File: config.mk
export PLATFORM = sky130hd
export DESIGN_NAME = dsp_mac_seq
export DESIGN_NICKNAME = d
export VERILOG_FILES = /design/src/rtl/dsp_mac_seq.sv
export SDC_FILE = /design/constraint.sdc
export NUM_CORES = 1
export LEC_CHECK = 0
export BUFFER_PORTS_ARGS = -buffer_cell sky130_fd_sc_hd__buf_2
export CAP_MARGIN = 5
export CORE_ASPECT_RATIO = 1.5
export CORE_MARGIN = 10
export CORE_UTILIZATION = 30
export DETAILED_ROUTE_END_ITERATION = 12
export GPL_ROUTABILITY_DRIVEN = 0
export PLACE_DENSITY_LB_ADDON = 0.1
export SETUP_SLACK_MARGIN = 0.3
export SYNTH_ARGS = -nofsm -noshare
export SYNTH_HDL_FRONTEND = slang
export SYNTH_SLANG_ARGS = --single-unit
export TNS_END_PERCENT = 10
File: constraint.sdc
create_clock -name clk -period 1.85 [get_ports clk]
set_input_delay 0.185 -clock clk [delete_from_list [all_inputs] [get_ports clk]]
set_output_delay 0.185 -clock clk [all_outputs]
set_load 0.05 [all_outputs]
File: src/rtl/dsp_mac_seq.sv
// rtl/dsp_mac_seq.sv - DSP slice MAC sequencer: P = C + sum(A_k*B_k) over N_TAPS operand pairs
// Optional DSP_SEQ_SUB_EN adds s_sub, selecting per-tap subtraction through OPMODE bit 7.
`timescale 1ns/1ps
module dsp_mac_seq #(
    parameter int N_TAPS  = 8,
    parameter int LAT     = 3,
    parameter int OPM_DLY = 1
) (
    input  logic        clk,
    input  logic        rst_n,
    input  logic [47:0] bias,
    input  logic        s_valid,
    output logic        s_ready,
    input  logic [17:0] s_a,
    input  logic [17:0] s_b,
`ifdef DSP_SEQ_SUB_EN
    input  logic        s_sub,
`endif
    output logic [17:0] dsp_a,
    output logic [17:0] dsp_b,
    output logic [17:0] dsp_d,
    output logic [47:0] dsp_c,
    output logic [7:0]  dsp_opmode,
    output logic        dsp_ce,
    input  logic [47:0] dsp_p,
    input  logic        dsp_carryout,
    output logic        m_valid,
    input  logic        m_ready,
    output logic [47:0] m_data,
    output logic        m_ovf
);

    localparam int TW = (N_TAPS > 1) ? $clog2(N_TAPS) : 1;
    localparam int DW = $clog2(LAT + 1);

    localparam logic [6:0] OPM_TAP0 = 7'h0D;
    localparam logic [6:0] OPM_TAPK = 7'h09;
    localparam logic [7:0] OPM_HOLD = 8'h08;

    typedef enum logic [1:0] {
        ST_IDLE  = 2'd0,
        ST_ACC   = 2'd1,
        ST_DRAIN = 2'd2,
        ST_OUT   = 2'd3
    } state_t;

    state_t                   r_state;
    state_t                   w_state_nxt;
    logic [TW-1:0]            r_tap_cnt;
    logic [TW-1:0]            w_tap_nxt;
    logic [DW-1:0]            r_drain_cnt;
    logic                     r_s_ready;
    logic [17:0]              r_dsp_a;
    logic [17:0]              r_dsp_b;
    logic [47:0]              r_dsp_c;
    logic [OPM_DLY:0][7:0]    r_opm_pipe;
    logic                     r_ce;
    logic                     r_m_valid;
    logic [47:0]              r_m_data;
    logic                     r_m_ovf;
    logic                     w_hs;
    logic                     w_sub;
    logic                     w_capture;
    logic [7:0]               w_issue_opm;

`ifdef DSP_SEQ_SUB_EN
    assign w_sub = s_sub;
`else
    assign w_sub = 1'b0;
`endif

    // s_ready is registered from the next state so it is 0 throughout reset
    assign w_hs      = s_valid && r_s_ready;
    assign w_capture = (r_state == ST_DRAIN) && (r_drain_cnt == DW'(LAT));

    always_comb begin
        w_state_nxt = r_state;
        w_tap_nxt   = r_tap_cnt;
        w_issue_opm = OPM_HOLD;
        case (r_state)
            ST_IDLE: begin
                if (w_hs) begin
                    w_issue_opm = {w_sub, OPM_TAP0};
                    if (N_TAPS == 1) begin
                        w_state_nxt = ST_DRAIN;
                        w_tap_nxt   = '0;
                    end else begin
                        w_state_nxt = ST_ACC;
                        w_tap_nxt   = TW'(1);
                    end
                end
            end
            ST_ACC: begin
                if (w_hs) begin
                    w_issue_opm = {w_sub, OPM_TAPK};
                    if (r_tap_cnt == TW'(N_TAPS - 1)) begin
                        w_state_nxt = ST_DRAIN;
                        w_tap_nxt   = '0;
                    end else begin
                        w_tap_nxt   = r_tap_cnt + TW'(1);
                    end
                end
            end
            ST_DRAIN: begin
                if (w_capture) begin
                    w_state_nxt = ST_OUT;
                end
            end
            ST_OUT: begin
                if (m_ready) begin
                    w_state_nxt = ST_IDLE;
                end
            end
            default: begin
                w_state_nxt = ST_IDLE;
            end
        endcase
    end

    always_ff @(posedge clk or negedge rst_n) begin
        if (!rst_n) begin
            r_state     <= ST_IDLE;
            r_tap_cnt   <= '0;
            r_drain_cnt <= '0;
            r_s_ready   <= 1'b0;
            r_dsp_a     <= '0;
            r_dsp_b     <= '0;
            r_dsp_c     <= '0;
            r_opm_pipe  <= '0;
            r_ce        <= 1'b0;
            r_m_valid   <= 1'b0;
            r_m_data    <= '0;
            r_m_ovf     <= 1'b0;
        end else begin
            r_state     <= w_state_nxt;
            r_tap_cnt   <= w_tap_nxt;
            r_drain_cnt <= (r_state == ST_DRAIN) ? r_drain_cnt + DW'(1) : '0;
            r_s_ready   <= (w_state_nxt == ST_IDLE) || (w_state_nxt == ST_ACC);
            r_ce        <= 1'b1;
            // bubbles drive zero operands so the slice multiplier sees nothing stale
            r_dsp_a     <= w_hs ? s_a : '0;
            r_dsp_b     <= w_hs ? s_b : '0;
            if (w_hs && (r_state == ST_IDLE)) begin
                r_dsp_c <= bias;
            end
            r_opm_pipe[0] <= w_issue_opm;
            for (int i = 1; i <= OPM_DLY; i++) begin
                r_opm_pipe[i] <= r_opm_pipe[i-1];
            end
            if (w_capture) begin
                r_m_valid <= 1'b1;
                r_m_data  <= dsp_p;
                r_m_ovf   <= dsp_carryout;
            end else if ((r_state == ST_OUT) && m_ready) begin
                r_m_valid <= 1'b0;
            end
        end
    end

    assign s_ready    = r_s_ready;
    assign dsp_a      = r_dsp_a;
    assign dsp_b      = r_dsp_b;
    assign dsp_d      = '0;
    assign dsp_c      = r_dsp_c;
    assign dsp_opmode = r_opm_pipe[OPM_DLY];
    assign dsp_ce     = r_ce;
    assign m_valid    = r_m_valid;
    assign m_data     = r_m_data;
    assign m_ovf      = r_m_ovf;

endmodule
# == After elaboration in Yosys (flattened, before gate mapping) ==
# Cells that the tools add are included.
# classes
mux,18
add_sub_neg,2
n_reduce_logical,10
eq_ne,8
# op_table
operator,n
18-bit two-way mux,2
2-bit two-way mux,6
3-bit two-way mux,4
3-bit case mux with 2 select lines,2
2-bit case mux with 4 select lines,1
"2-bit == test, second input constant",3
"2-bit by 1-bit == test with 1-bit output, second input constant",2
1-bit logical AND,4
2-bit logical NOT,2
"2-bit != test, second input constant",2
2-bit nonzero test,2
"3-bit by 1-bit adder with 3-bit output, second input constant",1
"3-bit == test, second input constant",1
1-bit two-way mux,3
3-bit AND reduction,1
"2-bit by 1-bit adder with 2-bit output, second input constant",1
1-bit logical OR,1
# word_totals
ff_bits,159
elab_cells,51
input_bits,137
output_inout_bits,162

# == Depth between registers and ports, before layout ==
# Gate-level depths: netlist of run 1.
# logic_depth
ltp_word,6
depth_mapped,5
depth_no_buf,5

# == Worst setup path before layout of run 1 ==
# No wires, ideal clock.
# synth_timing
path_type,register to register
startpoint,register r_s_ready (netlist: s_ready)
endpoint,register r_dsp_c[31] (netlist: dsp_c[31])
arrival_ps,1572
stages_incl_launch_ff,6
required_time_ps,1723
setup_ps,127
path_slack_ps,150
path_buffers,2
period_less_slack_ps,1700
path_cell_list,dfrtp_1 nand3b_4 nor2_4 buf_6 buf_6 mux2_1
# synth_via
elab_chain_len,2
# synth_lines
element,line,rtl
from (decl),52,logic r_s_ready;
from (signal assigned),138,r_s_ready <= (w_state_nxt == ST_IDLE) || (w_state_nxt == ST_ACC);
1-bit logical AND,73,assign w_hs = s_valid && r_s_ready;
1-bit logical AND,143,if (w_hs && (r_state == ST_IDLE)) begin
to (signal assigned),144,r_dsp_c <= bias;
to (decl),55,logic [47:0] r_dsp_c;
# No other way between the ends.
# A chain may end at the register's enable or synchronous reset.

# == Final worst setup path of run 1 ==
# layout_timing
startpoint,register r_state[1]
endpoint,register r_dsp_c[26] (netlist: dsp_c[26])
# layout_via
elab_chain_len,2
# layout_lines
element,line,rtl
from (decl),47,state_t r_state;
from (signal assigned),135,r_state <= w_state_nxt;
2-bit logical NOT,143,
1-bit logical AND,143,
# No other way between the ends.

==> results of run 1 <==
power by group through the flow:
stage / logic [mW] / registers [mW] / clock network [mW]
final: 4.85 / 4.32 / 3.86
after global routing: 5.10 / 4.42 / 4.16
after CTS: 4.92 / 4.32 / 3.99
after detailed placement: 4.71 / 4.38 / 0
after global placement: 4.67 / 4.36 / 0
after floorplan: 1.06 / 6.80 / 0
Yosys cell counts, drive strengths merged (2+ instances only):
| cell | number | area, µm² |
|---|---|---|
| dfrtp | 148 | 3704 |
| mux2 | 98 | 1141 |
| buf | 38 | 290.3 |
| and3 | 36 | 225.2 |
| nand2 | 9 | 33.78 |
| clkbuf | 8 | 30.03 |
| o21ai | 6 | 30.03 |
| ha | 3 | 37.54 |
| conb | 2 | 7.510 |
| nand3b | 2 | 40.04 |
worst register-to-register path, cell delays in order, from the launching register on:
cell and delay, ns:
dfrtp_1 0.38, nand3b_4 0.21, nor2_4 0.12, buf_12 0.25
mux2_2 0.41
registers in the layout, summed over array words and instances, names as in the netlist, 2 cells and up:
name and count:
r_tap_cnt 3, r_state 2, m_data 48, dsp_a 18, dsp_c 48, dsp_b 18
dsp_opmode 3, r_drain_cnt 2, r_opm_pipe 3
repair_timing:
item | CTS | global route
hold buffers | 114 | 3
endpoints found under the hold margin | 154 | 3
setup buffers | 0 | 0
resized for setup | 2 | 1
setup endpoints to repair | 10 | 60
layout make-up:
class	count	area, µm²	area share
Timing Repair Buffer	404	2700	0.2982
Clock inverter	12	227.7	0.02515
Sequential cell	148	3706	0.4093
Clock buffer	20	436.7	0.04823
Antenna cell	2	5.005	0.0005528
Tap cell	252	315.3	0.03483
Inverter	1	3.754	0.0004146
Multi-Input combinational cell	186	1659	0.1833
cell families (layout without fill, tap and decap cells):
group                    after synthesis  in the layout  share of synthesized area
AO/OA/AOI/OAI                         10             10                    0.01027
adder cells (fa/ha/maj)                3              3                   0.006699
AND/OR/NAND/NOR                       51             51                    0.05939
flip-flops                           148            148                     0.6609
multiplexers                          98             98                     0.2036
other                                  2             26                   0.001340
buffers and inverters                 47            437                    0.05783
routing by layer:
metal	share of wire	GRT usage	up-vias
met5	0.00076	0	-
met4	0.027	0.06910	2
met3	0.069	0.04919	26
met2	0.55	0.2533	172
met1	0.35	0.1365	2031
li1	-	-	1990
how the worst max path moves through the flow:
stage                     cells after the start  slack (ns)                endpoint
after floorplan                               5        0.32   dsp_c[31]$_DFFE_PN0P_
after global placement                        3        0.34   m_data[2]$_DFFE_PN0P_
after detailed placement                      3        0.31  m_data[32]$_DFFE_PN0P_
after CTS                                     3        0.29  m_data[32]$_DFFE_PN0P_
after global routing                          2        0.27                 s_ready
final                                         4        0.36   dsp_c[26]$_DFFE_PN0P_
==> impl_metrics.py, run 1 <==
metrics = {
    "clocking": {
        "cts_tree": "yes",
        "clkTransAtPathRegs_ns": 0.06,
        "clk_path_buf_depth": 2,
        "cts-root-buf": "clkbuf_16",
        "clk_latency_ns": 0.42,
        "numCtsBuffers": 17,
        "cts_sinks": 148,
        "htreeDepth": 4,
    },
    "critical_path": {
        "timing.rr.end": "dsp_c[26]$_DFFE_PN0P_",
        "endpoint_kind": "register",
        "cp.arrival_ns": 1.79,
        "timing.rr.start": "r_state[1]$_DFF_PN0_",
        "r2r_setup_slack_ns": 0.36,
        "crit_family": "flip-flops",
        "path_cells": "nand3b_4 -> nor2_4 -> buf_12 -> mux2_2",
        "critPathRequiredTime_ns": 2.15,
        "startpoint_type": "register",
        "path_class": "register to register",
        "reg2reg_depth": 4,
        "slowest_stage": "dfrtp_1",
        "crit_buf_inv": 1,
        "startpoint": "r_state[1]$_DFF_PN0_",
        "path_max_fanout": 49,
        "slowest_delay_ns": 0.38,
    },
    "floorplanning": {
        "ios": 299,
        "core_um2": 18470,
        "die_area_um2": 24660,
        "die_h_um": 187.4,
        "floorplan.initialDensity": 0.3034,
        "row_count": 61,
        "die_w_um": 131.6,
    },
    "routing": {
        "dr.pass1.iters": 4,
        "ant_nets": 0,
        "via_count": 4221,
        "via_per_inst": 4.118,
        "drtIter0Drc": 145,
        "avgRoutedWirePerCell_um": 16.74,
        "remaining_drc_errors": 0,
        "routed_wl_mm": 17.16,
    },
    "synth": {
        "ys_ff_latch": 148,
        "avgSynthCellArea_um2": 15.61,
        "syn_area_um2": 5604,
        "ys.flop_type": "dfrtp_1",
        "yosysUniqueCellTypes": 23,
        "synth_enable_flop_cells": 0,
        "yosys_warnings": 0,
        "synth.yosys.seq_area_share": 0.6609,
        "syn_inst": 359,
        "ys_async_sr_fraction": 1.000,
    },
    "global_routing": {
        "grt_pass1_wl_mm": 27.00,
        "grt_max_degree": 50,
        "antenna_found_initial": 3,
        "overflow": 0,
        "first_global_vias": 4919,
        "grt.total_usage": 0.1394,
    },
    "final_layout": {
        "final_common_cell": "buf_2",
        "drive_above_1_share": 0.5318,
        "finalNetCount": 898,
        "fill_cells": 1683,
        "final_cell_area_um2": 9054,
        "finish.utilization": 0.4902,
        "final_cell_mix": "buf_2 (273), dfrtp_1 (146), dlygate4sd3_1 (117)",
        "area_growth_pct": 61.55,
        "final-instance-count-excl-fill": 1025,
    },
    "timing": {
        "fin_ws_ns": 0.3563,
        "rsz0062_at_grt": "true",
        "tns_ns": 0,
        "clock.fmax_mhz": 669.5,
        "fin_crit_ns": 1.494,
        "setup_viol": 0,
        "slew_viol_final": 0,
        "hold_slack_ns": 0.01835,
        "post-route-period-util": 0.8074,
        "fin_skew_ns": 0.008565,
        "hold_viol": 0,
    },
    "hold_path": {
        "hold_path_class": "primary input to register",
        "min_to": "dsp_b[12]$_DFF_PN0_",
        "min_path_cells": 2,
        "holdCritStartpoint": "s_b[12]",
    },
    "placement": {
        "dp_hpwl_mm": 12.79,
        "dpl.cell_count": 874,
        "placed_area_um2": 7206,
        "numPortBuffers": 275,
        "dpl_worst_slack_ns": 0.3062,
    },
    "power": {
        "total_power_mw": 13.03,
        "p_clk_frac": 0.296,
        "total_leakage_power_nw": 4.657,
        "p_seq_frac": 0.331,
        "switching_share": 0.3952,
        "max-vdd-ir-drop_mv": 0.4857,
        "powerDensity_nw_per_um2": 1439,
        "power_frac_comb": 0.372,
        "p_int_mw": 7.878,
        "power_switching_mw": 5.148,
    },
    "job": {
        "drv_cap": 0,
    },
    "run_status": {
        "outcome": "complete, no violations",
    },
}
Note: power is estimated with default switching activity, not from simulation.
==> run 2: changes to the inputs <==
Settings changed: ABC_AREA set to 1.
Clock period 1.85 ns to 1.49 ns, I/O delays scaled along.
==> impl_metrics.py, run 2 <==
metrics = {
    "run_status": {
        "outcome": "complete, no violations",
    },
    "routing": {
        "via_count": 5266,
        "routed_wl_mm": 20.15,
        "avgRoutedWirePerCell_um": 15.38,
        "remaining_drc_errors": 0,
        "dr.pass1.iters": 4,
        "ant_nets": 0,
        "via_per_inst": 4.020,
        "drtIter0Drc": 187,
    },
    "power": {
        "power_frac_comb": 0.438,
        "total_leakage_power_nw": 5.514,
        "total_power_mw": 17.73,
        "powerDensity_nw_per_um2": 1806,
        "max-vdd-ir-drop_mv": 0.6952,
        "power_switching_mw": 7.924,
        "p_seq_frac": 0.317,
        "switching_share": 0.4468,
        "p_int_mw": 9.810,
        "p_clk_frac": 0.245,
    },
    "synth": {
        "synth_top_cell_by_area": "dfrtp_1",
        "synth_area_leaders": "dfrtp_1 (65%), nand2_1 (14%), inv_1 (5.9%)",
        "ys.flop_type": "dfrtp_1",
        "ys_ff_latch": 148,
        "avgSynthCellArea_um2": 9.366,
        "synth.yosys.seq_area_share": 0.6514,
        "ys_async_sr_fraction": 1.000,
        "yosysTopAreaCellShare": 0.6514,
        "syn_area_um2": 5685,
        "synth_common_cells": "nand2_1 (207), dfrtp_1 (148), inv_1 (90)",
        "syn_inst": 607,
        "yosys_warnings": 0,
        "synth.most_common_cell": "nand2_1",
        "yosysUniqueCellTypes": 19,
        "synth_enable_flop_cells": 0,
    },
    "final_layout": {
        "final_cell_mix": "buf_2 (267), nand2_1 (199), dfrtp_1 (145)",
        "finalNetCount": 1186,
        "fill_cells": 1727,
        "diodes": 0,
        "seq_area_um2": 3707,
        "final_common_cell": "buf_2",
        "final_cell_area_um2": 9819,
        "finish.utilization": 0.5273,
        "area_growth_pct": 72.71,
        "drive_above_1_share": 0.3478,
        "multi_input_area_um2": 1489,
    },
    "timing": {
        "post-route-period-util": 0.8093,
        "hold_slack_ns": 0.07811,
        "rsz0062_at_grt": "true",
        "fin_skew_ns": 0.01216,
        "fin_crit_ns": 1.206,
        "setup_viol": 0,
        "slew_viol_final": 0,
        "clock.fmax_mhz": 829.3,
        "tns_ns": 0,
        "hold_viol": 0,
    },
    "clocking": {
        "clk_latency_ns": 0.41,
        "cts_tree": "yes",
        "clkTransAtPathRegs_ns": 0.06,
        "cts-root-buf": "clkbuf_16",
        "numCtsBuffers": 17,
        "clk_path_buf_depth": 2,
        "cts_sinks": 148,
        "htreeDepth": 4,
    },
    "global_routing": {
        "grt_max_degree": 50,
        "first_global_vias": 5517,
        "overflow": 0,
        "antenna_found_initial": 0,
        "grt.total_usage": 0.1468,
        "grt_pass1_wl_mm": 29.75,
    },
    "floorplanning": {
        "die_h_um": 188.6,
        "die_area_um2": 24970,
        "die_w_um": 132.4,
        "floorplan.initialDensity": 0.3053,
        "core_um2": 18620,
        "ios": 299,
        "row_count": 61,
    },
    "job": {
        "drv_cap": 0,
    },
    "placement": {
        "numPortBuffers": 275,
        "placed_area_um2": 7308,
        "dp_hpwl_mm": 12.79,
    },
    "critical_path": {
        "cp.arrival_ns": 1.55,
        "startpoint_type": "register",
        "path_max_fanout": 12,
        "endpoint_kind": "register",
        "critPathRequiredTime_ns": 1.83,
        "path_class": "register to register",
    },
    "hold_path": {
        "hold_path_class": "primary input to register",
    },
}
==> run 2: cell count changes after synthesis, sizes merged, moves of 7 or more <==
cell / previous run / this run
nand2: 9 / 207
mux2: 98 / 0
inv: 1 / 94
o21ai: 6 / 51
nor2: 1 / 41
and3: 36 / 0
nand3: 0 / 7
==> run 2: worst paths after layout <==
| check | startpoint | end | slack (ns) | cells after the start |
|---|---|---|---|---|
| setup / recovery | r_state[0]$_DFF_PN0_ | dsp_c[39]$_DFFE_PN0P_ | 0.28 | 6 |
| max in group asynchronous | rst_n | r_state[1]$_DFF_PN0_ | 0.72 | 3 |
| hold reg to reg | r_opm_pipe[0]$_DFF_PN0_ | dsp_opmode[0]$_DFF_PN0_ | 0.35 | 0 |
| min in group asynchronous | rst_n | dsp_b[11]$_DFF_PN0_ | 0.18 | 2 |
| setup reg to reg | r_state[0]$_DFF_PN0_ | dsp_c[39]$_DFFE_PN0P_ | 0.28 | 6 |
| hold / removal | m_ready | m_valid$_DFFE_PN0P_ | 0.08 | 4 |
==> run 2: power by group through the flow <==
stage	Sequential, mW	Clock, mW	Combinational [mW]
2_1_floorplan	9.12	0	1.66
4_1_cts	5.60	4.49	7.28
3_5_place_dp	5.65	0	6.95
3_3_place_gp	5.63	0	6.95
5_1_grt	5.76	4.68	8.28
6_report	5.63	4.35	7.76
==> run 2: stage by stage <==
step / std cells / setup WS [ns]
3_5_place_dp: 1118 / 0.1856
5_1_grt: 1310 / 0.1857
3_3_place_gp: 1118 / 0.2012
4_1_cts: 1285 / 0.2492
2_1_floorplan: 629 / 0.2347
6_report: 1310 / 0.2841
==> run 2: cells by family after synthesis <==
family | Yosys count | synth area share
other | 2 | 0.001321
AND/OR/NAND/NOR | 257 | 0.1736
AO/OA/AOI/OAI | 52 | 0.04577
adder cells (fa/ha/maj) | 3 | 0.006603
buffers and inverters | 145 | 0.1213
flip-flops | 148 | 0.6514
==> run 2: repair_timing <==
item / 4_1_cts / 5_1_grt
gates resized for setup: 12 / 42
pin swaps: 1 / 9
hold buffers: 134 / 0
setup endpoints to repair: 186 / 220
buffers inserted: 1 / 12
gates cloned: 1 / 13
hold endpoints to repair: 281 / 0
==> run 2: layer usage <==
layer	up-vias	wire [µm]	GRT usage
met5	-	0	0
met4	0	454	0.05772
met3	25	1353	0.05405
met2	202	10480	0.2463
met1	2409	7863	0.1654
li1	2630	-	-
==> run 2: final cells by class <==
class	count	area share
inverter	94	0.03746
timing repair buffer	448	0.3402
tap	252	0.03211
clock inverter	11	0.01555
multi-input combinational	337	0.1516
sequential	148	0.3775
clock buffer	20	0.04549
==> run 2: worst max-delay path, cell delays in order (launching register included) <==
cell       delay, ns
dfrtp_2         0.44
clkinv_4        0.10
nand3_4         0.15
inv_8           0.14
clkbuf_16       0.17
nand2_1         0.05
nand2_1         0.07
==> run 3: changes to the inputs <==
Clock period 1.49 ns to 1.1 ns, I/O delays scaled along.
==> impl_metrics.py, run 3 (synthesized netlist as in run 2, its figures left out) <==
metrics = {
    "run_status": {
        "outcome": "complete, but fails checks",
        "failed_checks": "setup timing",
    },
    "final_layout": {
        "finalNetCount": 1182,
        "area_growth_pct": 86.75,
        "final-instance-count-excl-fill": 1305,
        "diodes": 0,
        "finish.utilization": 0.5701,
        "final_cell_area_um2": 10620,
        "final_common_cell": "nand2_1",
        "drive_above_1_share": 0.3675,
        "final_cell_mix": "nand2_1 (194), dfrtp_1 (147), buf_6 (142)",
    },
    "job": {
        "drv_cap": 0,
    },
    "power": {
        "max-vdd-ir-drop_mv": 0.8294,
        "total_leakage_power_nw": 5.728,
        "power_frac_comb": 0.467,
        "switching_share": 0.4281,
        "p_seq_frac": 0.313,
        "p_int_mw": 14.49,
        "power_switching_mw": 10.85,
        "p_clk_frac": 0.220,
        "total_power_mw": 25.34,
        "powerDensity_nw_per_um2": 2386,
    },
    "timing": {
        "fin_ws_ns": -0.08705,
        "post-route-period-util": 1.079,
        "fin_skew_ns": 0.005503,
        "slew_viol_final": 0,
        "setup_viol": 88,
        "clock.fmax_mhz": 842.4,
        "rsz0062_at_grt": "true",
        "tns_ns": -2.936,
        "hold_slack_ns": 0.1606,
        "fin_crit_ns": 1.187,
        "hold_viol": 0,
    },
    "global_routing": {
        "grt.total_usage": 0.1563,
        "first_global_vias": 5731,
        "grt_pass1_wl_mm": 31.15,
        "overflow": 0,
        "antenna_found_initial": 0,
        "grt_max_degree": 47,
    },
    "critical_path": {
        "endpoint_kind": "register",
        "path_class": "register to register",
        "timing.rr.end": "m_data[25]$_DFFE_PN0P_",
        "slowest_stage": "dfrtp_1",
        "startpoint_type": "register",
        "path_cells": "ha_4 -> nand3_4 -> buf_12 -> clkbuf_16 -> nand2_1 -> o21ai_0",
        "slowest_delay_ns": 0.38,
        "timing.rr.start": "r_drain_cnt[0]$_DFF_PN0_",
        "r2r_setup_slack_ns": -0.09,
        "critPathRequiredTime_ns": 1.40,
        "cp.arrival_ns": 1.49,
        "reg2reg_depth": 6,
        "path_max_fanout": 15,
    },
    "placement": {
        "placed_area_um2": 7456,
        "dpl.cell_count": 1131,
        "numPortBuffers": 275,
        "dp_hpwl_mm": 13.23,
        "dpl_worst_slack_ns": -0.2117,
    },
    "routing": {
        "top_layer": "met4",
        "ant_nets": 0,
        "avgRoutedWirePerCell_um": 15.14,
        "routed-wl-met2_mm": 10.54,
        "via_per_inst": 4.037,
        "remaining_drc_errors": 0,
        "wl_met3_mm": 1.369,
        "via_count": 5268,
        "routed_wl_mm": 19.76,
        "dr.pass1.iters": 4,
        "wl_met1_mm": 7.425,
        "drtIter0Drc": 223,
    },
    "floorplanning": {
        "die_h_um": 188.6,
        "row_count": 61,
        "floorplan.initialDensity": 0.3053,
        "die_area_um2": 24970,
        "core_um2": 18620,
        "die_w_um": 132.4,
        "ios": 299,
    },
    "clocking": {
        "numCtsBuffers": 17,
        "htreeDepth": 4,
        "cts-root-buf": "clkbuf_16",
        "clkTransAtPathRegs_ns": 0.06,
        "clk_latency_ns": 0.41,
        "clk_path_buf_depth": 2,
        "cts_tree": "yes",
        "cts_sinks": 148,
    },
    "hold_path": {
        "hold_path_class": "primary input to async pin",
    },
}
-- run 3: timing repair --
item | in CTS | in global routing
setup endpoints to repair | 282 | 283
resized for setup | 312 | 60
cloned | 1 | 3
hold buffers | 135 | 0
buffers inserted | 1 | 4
endpoints found under the hold margin | 282 | 0
pin swaps | 17 | 4
-- run 3: how the worst max path moves through the flow --
stage                        startpoint                  endpoint  slack, ns  cells past startpoint
2_1_floorplan         s_ready$_DFF_PN0_     dsp_c[21]$_DFFE_PN0P_      -0.16                      8
3_5_place_dp   r_tap_cnt[0]$_DFFE_PN0P_  r_tap_cnt[0]$_DFFE_PN0P_      -0.21                      4
5_1_grt        r_drain_cnt[0]$_DFF_PN0_    m_data[31]$_DFFE_PN0P_      -0.13                      6
4_1_cts        r_drain_cnt[0]$_DFF_PN0_     m_data[7]$_DFFE_PN0P_      -0.11                      5
6_report       r_drain_cnt[0]$_DFF_PN0_    m_data[25]$_DFFE_PN0P_      -0.09                      6
3_3_place_gp   r_tap_cnt[0]$_DFFE_PN0P_  r_tap_cnt[0]$_DFFE_PN0P_      -0.19                      4
-- run 3: routing by layer --
layer / vias up / global-route usage
li1: 2620 / -
met1: 2444 / 0.1656
met2: 183 / 0.2743
met3: 21 / 0.05751
met4: 0 / 0.06239
met5: - / 0
-- run 3: cell type report --
cell class	instances	area, µm²
Tap cell	252	315.3
Multi-Input combinational cell	336	1568
Inverter	94	360.3
Timing Repair Buffer	445	4099
Clock inverter	8	76.32
Fill cell	1635	8005
Clock buffer	22	494.2
Sequential cell	148	3705
-- run 3: power groups by stage --
stage	combinational [mW]	clock (mW)	sequential (mW)
after CTS	11.8	5.77	7.89
after global routing	12.5	5.94	8.11
after global placement	9.62	0	7.61
after detailed placement	9.64	0	7.62
after floorplan	2.25	0	12.4
final	11.8	5.56	7.94
-- run 3: critical path: cells and delay by family (launching register included) --
| family | cells | cell delay (ns) |
|---|---|---|
| AO/OA/AOI/OAI | 1 | 0.07 |
| adder cells (fa/ha/maj) | 1 | 0.16 |
| buffers and inverters | 2 | 0.33 |
| flip-flops | 1 | 0.38 |
| AND/OR/NAND/NOR | 2 | 0.13 |
